<file path="src/rtl/alu_pipe_if.sv">
// Handshake and data bundle between the operand issuer, alu_pipe and the result consumer.
// The issuer/consumer side uses the master modport; the ALU uses slave.
interface alu_pipe_if #(
  parameter int DATA_WIDTH = 8
);
  logic                    in_valid;
  logic                    in_ready;
  logic [DATA_WIDTH-1:0]   A;
  logic [DATA_WIDTH-1:0]   B;
  logic [3:0]              op;
  logic                    acc_sel;
  logic                    acc_clr;
  logic                    out_valid;
  logic                    out_ready;
  logic signed [DATA_WIDTH:0] C;
  logic                    zero;
  logic                    neg;
  logic                    ovf;
  logic                    err;

  modport master (
    output in_valid, A, B, op, acc_sel, acc_clr, out_ready,
    input  in_ready, out_valid, C, zero, neg, ovf, err
  );

  modport slave (
    input  in_valid, A, B, op, acc_sel, acc_clr, out_ready,
    output in_ready, out_valid, C, zero, neg, ovf, err
  );
endinterface

</file>
<file path="src/rtl/alu_pipe.sv">
// Two-stage valid/ready pipelined signed ALU with accumulator operand, HOLD and flags.
// Define ALU_SAT_EN to clamp overflowing arithmetic results instead of wrapping.
module alu_pipe #(
  parameter int DATA_WIDTH = 8
) (
  input  logic     clk,
  input  logic     rst,
  alu_pipe_if.slave bus
);
  localparam int W = DATA_WIDTH + 1;

  localparam logic [3:0] OP_ADD  = 4'd0;
  localparam logic [3:0] OP_SUB  = 4'd1;
  localparam logic [3:0] OP_AND  = 4'd2;
  localparam logic [3:0] OP_OR   = 4'd3;
  localparam logic [3:0] OP_XOR  = 4'd4;
  localparam logic [3:0] OP_XNOR = 4'd5;
  localparam logic [3:0] OP_NAND = 4'd6;
  localparam logic [3:0] OP_DEC  = 4'd7;
  localparam logic [3:0] OP_BP2  = 4'd8;
  localparam logic [3:0] OP_PASS = 4'd9;
  localparam logic [3:0] OP_SHL  = 4'd10;
  localparam logic [3:0] OP_SAR  = 4'd11;
  localparam logic [3:0] OP_HOLD = 4'd15;

  logic                  r_s1_valid;
  logic [DATA_WIDTH-1:0] r_s1_a;
  logic [DATA_WIDTH-1:0] r_s1_b;
  logic [3:0]            r_s1_op;
  logic                  r_s1_acc_sel;

  logic                  r_out_valid;
  logic [W-1:0]          r_c;
  logic                  r_zero;
  logic                  r_neg;
  logic                  r_ovf;
  logic                  r_err;

  logic [W-1:0]          r_acc;
  logic [W-1:0]          r_hold_c;
  logic                  r_hold_ovf;

  logic                  w_s1_adv;
  logic                  w_in_fire;
  logic                  w_s2_load;
  logic                  w_acc_load;
  logic [W-1:0]          w_a;
  logic [W-1:0]          w_b;
  logic [W:0]            w_wide;
  logic                  w_arith;
  logic [W-1:0]          w_c;
  logic                  w_ovf;
  logic                  w_err;

  // S2 may take a new beat whenever it is empty or its beat leaves this cycle.
  assign w_s1_adv   = !r_out_valid || bus.out_ready;
  assign bus.in_ready = !rst && (!r_s1_valid || w_s1_adv);
  assign w_in_fire  = bus.in_valid && bus.in_ready;
  assign w_s2_load  = r_s1_valid && w_s1_adv;
  assign w_acc_load = w_s2_load && (r_s1_op < 4'd12);

  always_comb begin
    // NOTE: every always_comb output gets a default first so no path can infer a latch.
    w_a     = r_s1_acc_sel ? r_acc : {r_s1_a[DATA_WIDTH-1], r_s1_a};
    w_b     = {r_s1_b[DATA_WIDTH-1], r_s1_b};
    w_wide  = '0;
    w_arith = 1'b0;
    w_c     = '0;
    w_ovf   = 1'b0;
    w_err   = 1'b0;
    // Arithmetic ops are evaluated one bit wider so overflow is a sign-bit disagreement.
    case (r_s1_op)
      OP_ADD:  begin w_wide = {w_a[W-1], w_a} + {w_b[W-1], w_b}; w_arith = 1'b1; end
      OP_SUB:  begin w_wide = {w_a[W-1], w_a} - {w_b[W-1], w_b}; w_arith = 1'b1; end
      OP_DEC:  begin w_wide = {w_a[W-1], w_a} - (W+1)'(1);        w_arith = 1'b1; end
      OP_BP2:  begin w_wide = {w_b[W-1], w_b} + (W+1)'(2);        w_arith = 1'b1; end
      OP_SHL:  begin w_wide = {w_a, 1'b0};                        w_arith = 1'b1; end
      OP_AND:  w_c = w_a & w_b;
      OP_OR:   w_c = w_a | w_b;
      OP_XOR:  w_c = w_a ^ w_b;
      OP_XNOR: w_c = ~(w_a ^ w_b);
      OP_NAND: w_c = ~(w_a & w_b);
      OP_PASS: w_c = w_a;
      OP_SAR:  w_c = {w_a[W-1], w_a[W-1:1]};
      OP_HOLD: begin w_c = r_hold_c; w_ovf = r_hold_ovf; end
      default: w_err = 1'b1;
    endcase
    if (w_arith) begin
      w_ovf = w_wide[W] ^ w_wide[W-1];
      w_c   = w_wide[W-1:0];
`ifdef ALU_SAT_EN
      if (w_ovf) w_c = w_wide[W] ? {1'b1, {DATA_WIDTH{1'b0}}} : {1'b0, {DATA_WIDTH{1'b1}}};
`endif
    end
  end

  always_ff @(posedge clk) begin
    // NOTE: sequential state uses non-blocking assignments so every register samples pre-edge values.
    if (rst) begin
      r_s1_valid  <= 1'b0;
      r_out_valid <= 1'b0;
      r_c         <= '0;
      r_zero      <= 1'b0;
      r_neg       <= 1'b0;
      r_ovf       <= 1'b0;
      r_err       <= 1'b0;
      r_acc       <= '0;
      r_hold_c    <= '0;
      r_hold_ovf  <= 1'b0;
    end else begin
      if (w_in_fire)     r_s1_valid <= 1'b1;
      else if (w_s1_adv) r_s1_valid <= 1'b0;

      if (w_s1_adv) r_out_valid <= r_s1_valid;

      if (w_s2_load) begin
        r_c    <= w_c;
        r_zero <= (w_c == '0);
        r_neg  <= w_c[W-1];
        r_ovf  <= w_ovf;
        r_err  <= w_err;
        if (r_s1_op != OP_HOLD) begin
          r_hold_c   <= w_c;
          r_hold_ovf <= w_ovf;
        end
      end

      // A clear pulse wins over a same-cycle load.
      if (bus.acc_clr)     r_acc <= '0;
      else if (w_acc_load) r_acc <= w_c;
    end
  end

  // NOTE: payload registers carry no reset; r_s1_valid alone says whether their contents matter.
  always_ff @(posedge clk) begin
    if (w_in_fire) begin
      r_s1_a       <= bus.A;
      r_s1_b       <= bus.B;
      r_s1_op      <= bus.op;
      r_s1_acc_sel <= bus.acc_sel;
    end
  end

  assign bus.out_valid = r_out_valid;
  assign bus.C         = r_c;
  assign bus.zero      = r_zero;
  assign bus.neg       = r_neg;
  assign bus.ovf       = r_ovf;
  assign bus.err       = r_err;
endmodule

</file>
<file path="src/flat_wrapper.sv">
// flat-port wrapper written by rule: the top's interface ports become plain ports
module alu_pipe_flat 
#(
  parameter int DATA_WIDTH = 8
)
  (clk, rst, bus_in_valid, bus_A, bus_B, bus_op, bus_acc_sel, bus_acc_clr, bus_out_ready, bus_in_ready, bus_out_valid, bus_C, bus_zero, bus_neg, bus_ovf, bus_err);
  alu_pipe_if #(.DATA_WIDTH(DATA_WIDTH)) bus_i ();
  input  logic clk;
  input  logic rst;
  input wire logic [$bits(bus_i.in_valid)-1:0] bus_in_valid;
  input wire logic [$bits(bus_i.A)-1:0] bus_A;
  input wire logic [$bits(bus_i.B)-1:0] bus_B;
  input wire logic [$bits(bus_i.op)-1:0] bus_op;
  input wire logic [$bits(bus_i.acc_sel)-1:0] bus_acc_sel;
  input wire logic [$bits(bus_i.acc_clr)-1:0] bus_acc_clr;
  input wire logic [$bits(bus_i.out_ready)-1:0] bus_out_ready;
  output wire logic [$bits(bus_i.in_ready)-1:0] bus_in_ready;
  output wire logic [$bits(bus_i.out_valid)-1:0] bus_out_valid;
  output wire logic [$bits(bus_i.C)-1:0] bus_C;
  output wire logic [$bits(bus_i.zero)-1:0] bus_zero;
  output wire logic [$bits(bus_i.neg)-1:0] bus_neg;
  output wire logic [$bits(bus_i.ovf)-1:0] bus_ovf;
  output wire logic [$bits(bus_i.err)-1:0] bus_err;
  assign bus_i.in_valid = bus_in_valid;
  assign bus_i.A = bus_A;
  assign bus_i.B = bus_B;
  assign bus_i.op = bus_op;
  assign bus_i.acc_sel = bus_acc_sel;
  assign bus_i.acc_clr = bus_acc_clr;
  assign bus_i.out_ready = bus_out_ready;
  assign bus_in_ready = bus_i.in_ready;
  assign bus_out_valid = bus_i.out_valid;
  assign bus_C = bus_i.C;
  assign bus_zero = bus_i.zero;
  assign bus_neg = bus_i.neg;
  assign bus_ovf = bus_i.ovf;
  assign bus_err = bus_i.err;
  alu_pipe #(.DATA_WIDTH(DATA_WIDTH)) u_core (.clk(clk), .rst(rst), .bus(bus_i));
endmodule
</file>
<file path="config.mk">
export PLATFORM = sky130hd
export DESIGN_NAME = alu_pipe_flat
export DESIGN_NICKNAME = d
export VERILOG_FILES = /design/src/rtl/alu_pipe_if.sv /design/src/rtl/alu_pipe.sv /design/src/flat_wrapper.sv
export SDC_FILE = /design/constraint.sdc
export NUM_CORES = 1
export LEC_CHECK = 0
export ABC_AREA = 1
export CORE_MARGIN = 2
export CORE_UTILIZATION = 29
export DETAILED_ROUTE_END_ITERATION = 10
export GPL_ROUTABILITY_DRIVEN = 0
export SYNTH_ARGS = -nofsm -noshare
export SYNTH_HDL_FRONTEND = slang
export SYNTH_SLANG_ARGS = --single-unit
</file>
<file path="constraint.sdc">
create_clock -name clk -period 7.3 [get_ports clk]
set_clock_uncertainty 0.1 [all_clocks]
set_input_delay 1.095 -clock clk [delete_from_list [all_inputs] [get_ports clk]]
set_output_delay 1.095 -clock clk [all_outputs]
set_load 0.01 [all_outputs]
</file>
# --- After elaboration in Yosys (flattened, before gate mapping) ---
# Index checks and enable logic that the tools add are counted.
word_totals:
  reg_bits: 55
  latch_bits: 0
  mem_bits_rw: 0
  mem_bits_ro: 0
  input_bits: 26
  out_inout_bits: 15
  elab_cells: 64
  n_memories: 0
classes:
  add_sub_neg: 4
  multipliers: 0
  n_div: 0
  n_lt_le_gt_ge: 1
  eq_ne: 13
  shift: 0
  n_mux: 10
  bitwise: 6
  reduce_logical: 16
op_table:
  columns: ["operator", "n"]
  rows:
  - ["9-bit case mux with 8 select lines", 1]
  - ["10-bit case mux with 5 select lines", 1]
  - ["4-bit equality test, second input constant", 5]
  - ["9-bit two-way mux", 2]
  - ["9-bit inverter", 2]
  - ["4-bit by 3-bit equality test with 1-bit output, second input constant", 4]
  - ["13-bit OR reduction", 1]
  - ["9-bit by 8-bit adder with 10-bit output", 1]
  - ["9-bit by 2-bit subtractor with 10-bit output, second input constant", 1]
  - ["9-bit by 8-bit subtractor with 10-bit output", 1]
  - ["8-bit by 3-bit adder with 9-bit output, second input constant", 1]
  - ["9-bit AND", 1]
  - ["9-bit zero test", 1]
  - ["9-bit OR", 1]
  - ["9-bit bitwise XOR", 1]
  - ["4-bit by 2-bit equality test with 1-bit output, second input constant", 2]
  - ["1-bit two-way mux", 6]
  - ["5-bit OR reduction", 1]
  - ["4-bit by 1-bit equality test with 1-bit output, second input constant", 1]
  - ["1-bit logical AND", 4]
  - ["4-bit zero test", 1]
  - ["4-bit < comparator, second input constant", 1]
  - ["4-bit != test, second input constant", 1]
  - ["1-bit zero test", 3]
  - ["5 further kinds", 6]

# --- Depth between registers and ports, before layout ---
# Gate-level depths: netlist of the first run.
logic_depth:
  ltp_word: 6
  depth_mapped: 22
  depth_no_buf: 22

# --- Least setup slack after synthesis of the first run ---
# Ideal clock, no wire load.
synth_path:
  path_type: "input to register"
  start: "in rst"
  end: "reg u_core.r_s1_a[0], enable pin"
  setup_time_ps: 399
  arrival_time_ps: 2378
  setup_slack_ps: 4424
  cell_stages: 4
  n_path_buf: 1
  cell_sequence: "inv_1 -> clkbuf_1 -> nand2_1 -> nor2_1"
synth_via:
  elab_chain_cells: 3
synth_rtl:
  columns: ["element", "line", "source"]
  rows:
  - ["start: declaration", "flat_wrapper.sv:9", "input logic rst;"]
  - ["1-bit zero test", "alu_pipe.sv:57", "assign bus.in_ready = !rst && (!r_s1_valid || w_s1_adv);"]
  - ["1-bit logical AND", "alu_pipe.sv:57", null]
  - ["1-bit logical AND", "alu_pipe.sv:58", "assign w_in_fire = bus.in_valid && bus.in_ready;"]
  - ["via u_core.w_in_fire", "alu_pipe.sv:44", "logic w_in_fire;"]
  - ["end signal: assignment", "alu_pipe.sv:137", "r_s1_a <= bus.A;"]
  - ["end: declaration", "alu_pipe.sv:27", "logic [DATA_WIDTH-1:0] r_s1_a;"]
# The timed path passes the listed nets, and every way through them passes these cells.
# A chain may end at the register's enable or synchronous reset.

# --- Worst setup path in the final report of the first run ---
layout_path:
  start: "in rst"
  end: "out bus_in_ready"
layout_via:
  elab_chain_cells: 2
layout_rtl:
  columns: ["element", "line", "source"]
  rows:
  - ["1-bit zero test", "alu_pipe.sv:57", null]
  - ["1-bit logical AND", "alu_pipe.sv:57", null]
  - ["end: declaration", "flat_wrapper.sv:17", "output wire logic [$bits(bus_i.in_ready)-1:0] bus_in_ready;"]
# Every way passes these cells.

==> impl_metrics.yaml, run 1 <==
flow_run:
  max_cap_viol_count: 0
critical_path:
  critical_path_buf_inv_count: 4
  crit_slowest_cell: "sky130_fd_sc_hd__clkdlybuf4s50_1"
  critPathRequiredTime_ps: 6110
  worstSetupStartpointType: "input pin"
  timing.critical_path.to_type: "output pin"
  critical_path_class: "input pin to output pin"
  cp_cell_sequence: "clkdlybuf4s50_1 > inv_1 > nand2_1 > inv_1 > clkdlybuf4s50_1"
  cp_max_fo: 15
  worst_path_dominant_cell_family: "buffers and inverters"
  crit_arrival_ps: 2900
  crit_path_max_incr_delay_ps: 810
yosys:
  multiplexer_share_of_the_synthesized_area_pct: 0
  yosys_warning_total: 0
  synth_top_family_by_area: "simple AND/OR/NAND/NOR gates"
  synth_edf_count: 21
  yosysSeqAreaShare_pct: 32.1
  synth_xor_area_share_pct: 0.218
  ys.flop_type: "sky130_fd_sc_hd__dfxtp_1"
  synth.lib_cells_used.distinct: 30
  synthSimpleGateAreaFrac_pct: 36.3
  synthMostInstantiatedCell: "sky130_fd_sc_hd__nand2_1"
  synth_common_cells: "183 x sky130_fd_sc_hd__nand2_1, 79 x sky130_fd_sc_hd__inv_1, 69 x sky130_fd_sc_hd__nor2_1, 55 x sky130_fd_sc_hd__nand3_1, 33 x sky130_fd_sc_hd__dfxtp_1"
  synth.avg_cell_area_sq_um: 6.55
  postSynth.asyncResetShare_pct: 0
  post_synth_main_area_contributors: "sky130_fd_sc_hd__nand2_1 17%, sky130_fd_sc_hd__dfxtp_1 16%, sky130_fd_sc_hd__edfxtp_1 16%"
  synthesis.nets: 671
  synthDominantCellAreaShare_pct: 17.1
  yosys.area_share.adder_pct: 10.2
  post_synthesis_instance_area_sq_um: 4020
  synth-compound-area-share_pct: 11.3
  synth.ff_latch_count: 54
  cell_taking_the_most_area_after_synthesis: "sky130_fd_sc_hd__nand2_1"
  synthCells: 613
sta:
  final_critical_path_setup_slack_ps: 3210
  final_max_slew_viol_count: 0
  fin_tns_setup_ps: 0
  fin_crit_sh_pct: 56.1
  final_period_minus_worst_setup_slack_ps: 4090
  setup_viol: 0
  grt_setup_unrepaired: "no"
  max_clock_freq_mhz: 244
  timing_hold_violations_final: 0
  timing_worst_slew_pin_value_ps: 1110
  worst_slew_slack_as_a_fraction_of_its_limit_pct: 25.6
cells_and_area:
  final_layout_size_suffix_gt1_share_pct: 4.93
  ff_latch_area_sq_um: 1290
  nNetsFinal: 706
  area_growth_syn_to_layout_pct: 18.2
  multiInputGateArea_sq_um: 2330
  antenna-diode-count: 0
  n_fill_cell: 1452
  final_design_area_no_fill_sq_um: 4750
clock_network:
  max-clock-path-buffers: 2
  worst_setup_hold_path_clk_slew_ps: 70
  tritoncts_clock_tree: "done"
  cts_root_buf: "sky130_fd_sc_hd__clkbuf_16"
  cts-buffers-inserted: 5
  clock_latency_ps: 300
  cts_post_setup_buffers_inserted: 0
  clock_sinks: 54
  cts-resized-gates: 0
  cts-htree-levels: 2
  cts_hold_repair.buffers: 0
placement:
  dp_slack_ps: 3180
  dpl-instance-area_sq_um: 4580
  io_buffers: 40
  dpl.hpwl_mm: 8.63
detailed_routing:
  initialDrtViolationCount: 255
  drc: 0
  dr.pass1.iters: 5
  detail_route.wirelength_mm: 11.1
  via_per_inst: 4.78
  final_antenna_net_count: 0
  avgRoutedWirePerCell_microns: 13.4
  vias: 3959
run_status:
  run_status: "completed"
die:
  dieHeight_microns: 122
  starting_density_pct: 29.3
  core_sq_um: 13700
  io_pins: 41
  die_footprint_sq_um: 14800
  core.rowCount: 43
  floorplan.die.width_microns: 122
grt:
  grt_pass1_vias: 3637
  grt_max_degree: 22
  grt_antenna_before_repair: 0
  grtUsageTotal_pct: 15.9
  grt_overflow_total: 0
  global_route_wire_length_before_repair_mm: 18.4
pwr:
  power_density_nw_per_um2: 163
  leakage_power_total_nw: 2.29
  vdd.ir_drop.worst_mv: 0.122
worst_hold_path:
  holdCritPathClass: "flip-flop to flip-flop"
## power breakdown
| group | total (W) | leakage [nW] | internal, W | switching [W] |
|---|---|---|---|---|
| Sequential | 0.000341 | 0.467 | 0.000330 | 0.0000113 |
| Clock | 0.000266 | 0.0845 | 0.000151 | 0.000115 |
| Combinational | 0.000166 | 1.74 | 0.0000631 | 0.000103 |
| Total | 0.000773 | 2.29 | 0.000543 | 0.000229 |
## worst paths after layout
check,from,slack [ps],endpoint,cells past startpoint
worst max-delay path,rst,3210,bus_in_ready,5
worst max register to register,u_core.r_s1_op[1],3940,u_core.bus.zero,17
worst min register to register,u_core.bus.zero,370,u_core.bus.zero,2
worst min-delay path,u_core.bus.zero,370,u_core.bus.zero,2
## metal layers
layer  wire, microns  track usage, %
met1            5300            21.5
met2            5140            25.8
met5               0               0
met4             284            6.39
met3             386            1.78
## stage by stage
stage	util, %	power [W]	std cells	hold WS [ps]
detailed placement	33.4	0.000512	821	360
floorplan	-	0.000452	613	344
global placement	33.4	0.000510	821	358
global route	34.6	0.000817	829	415
finish	34.6	0.000773	829	369
CTS	34.6	0.000778	829	372
## worst min-delay path, cell delays in order (launching register included)
cell                      delay (ps)
sky130_fd_sc_hd__dfxtp_1         310
sky130_fd_sc_hd__nand2_1          60
sky130_fd_sc_hd__a21oi_1          50
## layout by cell type (no fill, tap or decap), types with 4 or more instances in the layout
master,n
sky130_fd_sc_hd__a21oi_1,28
sky130_fd_sc_hd__clkbuf_16,6
sky130_fd_sc_hd__clkdlybuf4s50_1,40
sky130_fd_sc_hd__dfxtp_1,33
sky130_fd_sc_hd__edfxtp_1,21
sky130_fd_sc_hd__ha_1,31
sky130_fd_sc_hd__inv_1,79
sky130_fd_sc_hd__inv_2,8
sky130_fd_sc_hd__nand2_1,183
sky130_fd_sc_hd__nand2_2,4
sky130_fd_sc_hd__nand3_1,55
sky130_fd_sc_hd__nand3b_1,13
sky130_fd_sc_hd__nand4_1,6
sky130_fd_sc_hd__nor2_1,68
sky130_fd_sc_hd__nor2_2,8
sky130_fd_sc_hd__o211ai_1,4
sky130_fd_sc_hd__o21ai_0,32
sky130_fd_sc_hd__o21ai_1,12
## cell families after synthesis
logic type / count (synthesis)
AND/OR/NAND/NOR: 341
AO/OA/AOI/OAI: 85
buffers and inverters: 100
adder cells (fa/ha/maj): 32
flip-flops: 54
XOR/XNOR: 1
## registers in the layout, indices dropped and copies added (netlist names), 4 cells and up
signal           flops
u_core.bus.C         8
u_core.r_acc         9
u_core.r_hold_c      9
u_core.r_s1_a        8
u_core.r_s1_b        8
u_core.r_s1_op       4
## cell type report
class	instances	area share, %
multi-input cells	459	49.2
repair buffers	40	8.43
inverters	88	6.95
flip-flops and latches	54	27.2
clock buffers	6	3.16
well taps	180	4.74
clock inverters	2	0.369
Power figures use the tool's default switching activity.
==> run 2, diff against run 1 <==
==> constraint.sdc (replaced) <==
create_clock -name clk -period 3.4 [get_ports clk]
set_clock_uncertainty 0.1 [all_clocks]
set_input_delay 0.51 -clock clk [delete_from_list [all_inputs] [get_ports clk]]
set_output_delay 0.51 -clock clk [all_outputs]
set_load 0.01 [all_outputs]
==> run 2 against run 1 <==
Against the previous run:
- clock power up 120%
- critical path depth rose by 13
- largest power group unchanged
- wire length increased by 2.8%
- flip-flop and latch count stayed put
- register-to-register slack got worse by 3600 ps
- non-clock buffer count rose by 16
- sequential power is 110% higher
- global-route usage increased by 0.48 points
==> impl_metrics.yaml, run 2 (synthesized netlist as in run 1, its figures left out) <==
cells_and_area:
  final_design_area_no_fill_sq_um: 4890
  final_layout_size_suffix_gt1_share_pct: 8.12
  layout.cells.most_common: "sky130_fd_sc_hd__nand2_1"
  nNetsFinal: 722
  layout_common_cells: "183 x sky130_fd_sc_hd__nand2_1, 78 x sky130_fd_sc_hd__inv_1, 65 x sky130_fd_sc_hd__nor2_1"
  antenna-diode-count: 0
  finalNonFillerCells: 845
  area_growth_syn_to_layout_pct: 21.8
  reg_top3: "u_core.r_acc: 9 flops, u_core.r_hold_c: 9 flops"
sta:
  grt_setup_unrepaired: "no"
  final_period_minus_worst_setup_slack_ps: 3050
  final_max_slew_viol_count: 0
  worst_slew_slack_as_a_fraction_of_its_limit_pct: 40.0
  fin_crit_sh_pct: 89.9
  max_clock_freq_mhz: 327
  timing_worst_slew_pin_value_ps: 896
  fin_tns_setup_ps: 0
  setup_viol: 0
  timing_hold_violations_final: 0
detailed_routing:
  dr.pass1.iters: 5
  detail_route.wirelength_mm: 11.4
  via_per_inst: 4.78
  wl_met3_microns: 612
  vias: 4041
  final_antenna_net_count: 0
  initialDrtViolationCount: 312
  avgRoutedWirePerCell_microns: 13.5
  met2_wirelength_mm: 5.22
  drc: 0
  top_layer_used: "met4"
  route.layer.met1.wl_mm: 5.17
pwr:
  pwr-share-comb_pct: 22.3
  leakage_power_total_nw: 2.38
  power_density_nw_per_um2: 343
  clock_power_share_pct: 34.1
  internal_power_w: 0.00118
  switching_share_pct: 29.7
  netSwitchingPower_w: 0.000498
  report.power.total_w: 0.00168
  share_seq_of_total_power_pct: 43.6
  vdd.ir_drop.worst_mv: 0.226
die:
  io_pins: 41
  starting_density_pct: 29.3
  core_sq_um: 13700
  floorplan.die.width_microns: 122
  die_footprint_sq_um: 14800
  core.rowCount: 43
  dieHeight_microns: 122
placement:
  dpl.hpwl_mm: 8.96
  io_buffers: 40
  dp_cells: 833
  dpl-instance-area_sq_um: 4670
clock_network:
  cts-buffers-inserted: 5
  tritoncts_clock_tree: "done"
  cts_hold_repair.buffers: 0
  clock_latency_ps: 300
  cts-htree-levels: 2
  worst_setup_hold_path_clk_slew_ps: 70
  cts_root_buf: "sky130_fd_sc_hd__clkbuf_16"
  clock_sinks: 54
  max-clock-path-buffers: 2
critical_path:
  critPathRequiredTime_ps: 3540
  timing.critical_path.to_type: "flip-flop"
  worstSetupStartpointType: "flip-flop"
  cp_max_fo: 6
  critical_path_class: "flip-flop to flip-flop"
  crit_arrival_ps: 3190
grt:
  grt_pass1_vias: 3804
  grt_max_degree: 22
  grt_antenna_before_repair: 0
  global_route_wire_length_before_repair_mm: 19.0
  grt_overflow_total: 0
  grtUsageTotal_pct: 16.4
flow_run:
  max_cap_viol_count: 0
worst_hold_path:
  holdCritPathClass: "flip-flop to flip-flop"
run_status:
  run_status: "completed"
==> run 2: changes by cell type in the layout (fill, tap and decap cells not counted), sizes merged <==
cell / previous run / this run
buf: 0 / 16
==> run 2: per-stage QoR <==
step	hold WS (ps)	utilization, %	setup slack, ps
after floorplan	344	-	740
after global placement	358	34.1	94.9
after detailed placement	359	34.1	141
after CTS	370	35.3	122
after global routing	397	35.7	29.9
final	367	35.7	345
==> run 2: final timing paths <==
check,cells past startpoint,start,slack [ps],to
max,18,u_core.r_s1_op[1],350,u_core.bus.zero
min,2,u_core.r_hold_c[2],370,u_core.r_hold_c[2]
max reg2reg,18,u_core.r_s1_op[1],350,u_core.bus.zero
min reg2reg,2,u_core.r_hold_c[2],370,u_core.r_hold_c[2]
==> run 2: what timing repair did <==
| action | CTS | global route |
|---|---|---|
| buffers inserted | 0 | 4 |
| gates resized for setup | 0 | 8 |
| endpoints found under the setup margin | 0 | 7 |
==> run 2: metal layers <==
layer,vias up,track usage [%]
met2,126,26.4
li1,2076,-
met4,0,6.97
met1,1812,21.9
met5,-,0
met3,27,2.39
==> run 2: area by class of cell <==
cell class	count	area (sq um)
clock inverters	2	17.5
inverters	88	330
fillers	1506	8830
multi-input cells	459	2360
repair buffers	56	520
clock buffers	6	150
well taps	180	225
flip-flops and latches	54	1290
==> run 2: critical path: stages, from the launching register on <==
cell and delay (ps):
sky130_fd_sc_hd__edfxtp_1 470, sky130_fd_sc_hd__inv_2 110, sky130_fd_sc_hd__nand2_1 90, sky130_fd_sc_hd__nor2_2 270, sky130_fd_sc_hd__nor2_4 70, sky130_fd_sc_hd__inv_1 170
sky130_fd_sc_hd__a21oi_1 80, sky130_fd_sc_hd__nand2_1 60, sky130_fd_sc_hd__o21ai_0 110, sky130_fd_sc_hd__ha_1 370, sky130_fd_sc_hd__nand2_1 100, sky130_fd_sc_hd__or2_2 320
sky130_fd_sc_hd__nand3_1 70, sky130_fd_sc_hd__nand2_1 50, sky130_fd_sc_hd__nand3_1 70, sky130_fd_sc_hd__nand2_1 170, sky130_fd_sc_hd__nor2_1 120, sky130_fd_sc_hd__nand4_1 80
sky130_fd_sc_hd__a21oi_1 120
==> run 2: power groups by stage <==
stage               clock network [W]  logic [W]  registers, W
finish                       0.000573   0.000374      0.000731
CTS                          0.000586   0.000366      0.000731
global placement                    0   0.000364      0.000745
global route                 0.000624   0.000426      0.000735
floorplan                           0   0.000227      0.000744
detailed placement                  0   0.000364      0.000746
==> run 3, diff against run 2 <==
--- a/config.mk
+++ b/config.mk
@@ -8,6 +8,7 @@
 export ABC_AREA = 1
 export CORE_MARGIN = 2
 export CORE_UTILIZATION = 29
+export CTS_CLUSTER_DIAMETER = 120
 export DETAILED_ROUTE_END_ITERATION = 10
 export GPL_ROUTABILITY_DRIVEN = 0
 export SYNTH_ARGS = -nofsm -noshare
==> results of run 3 <==
Same layout as run 2: the final DEF is identical, and so are final timing and power.
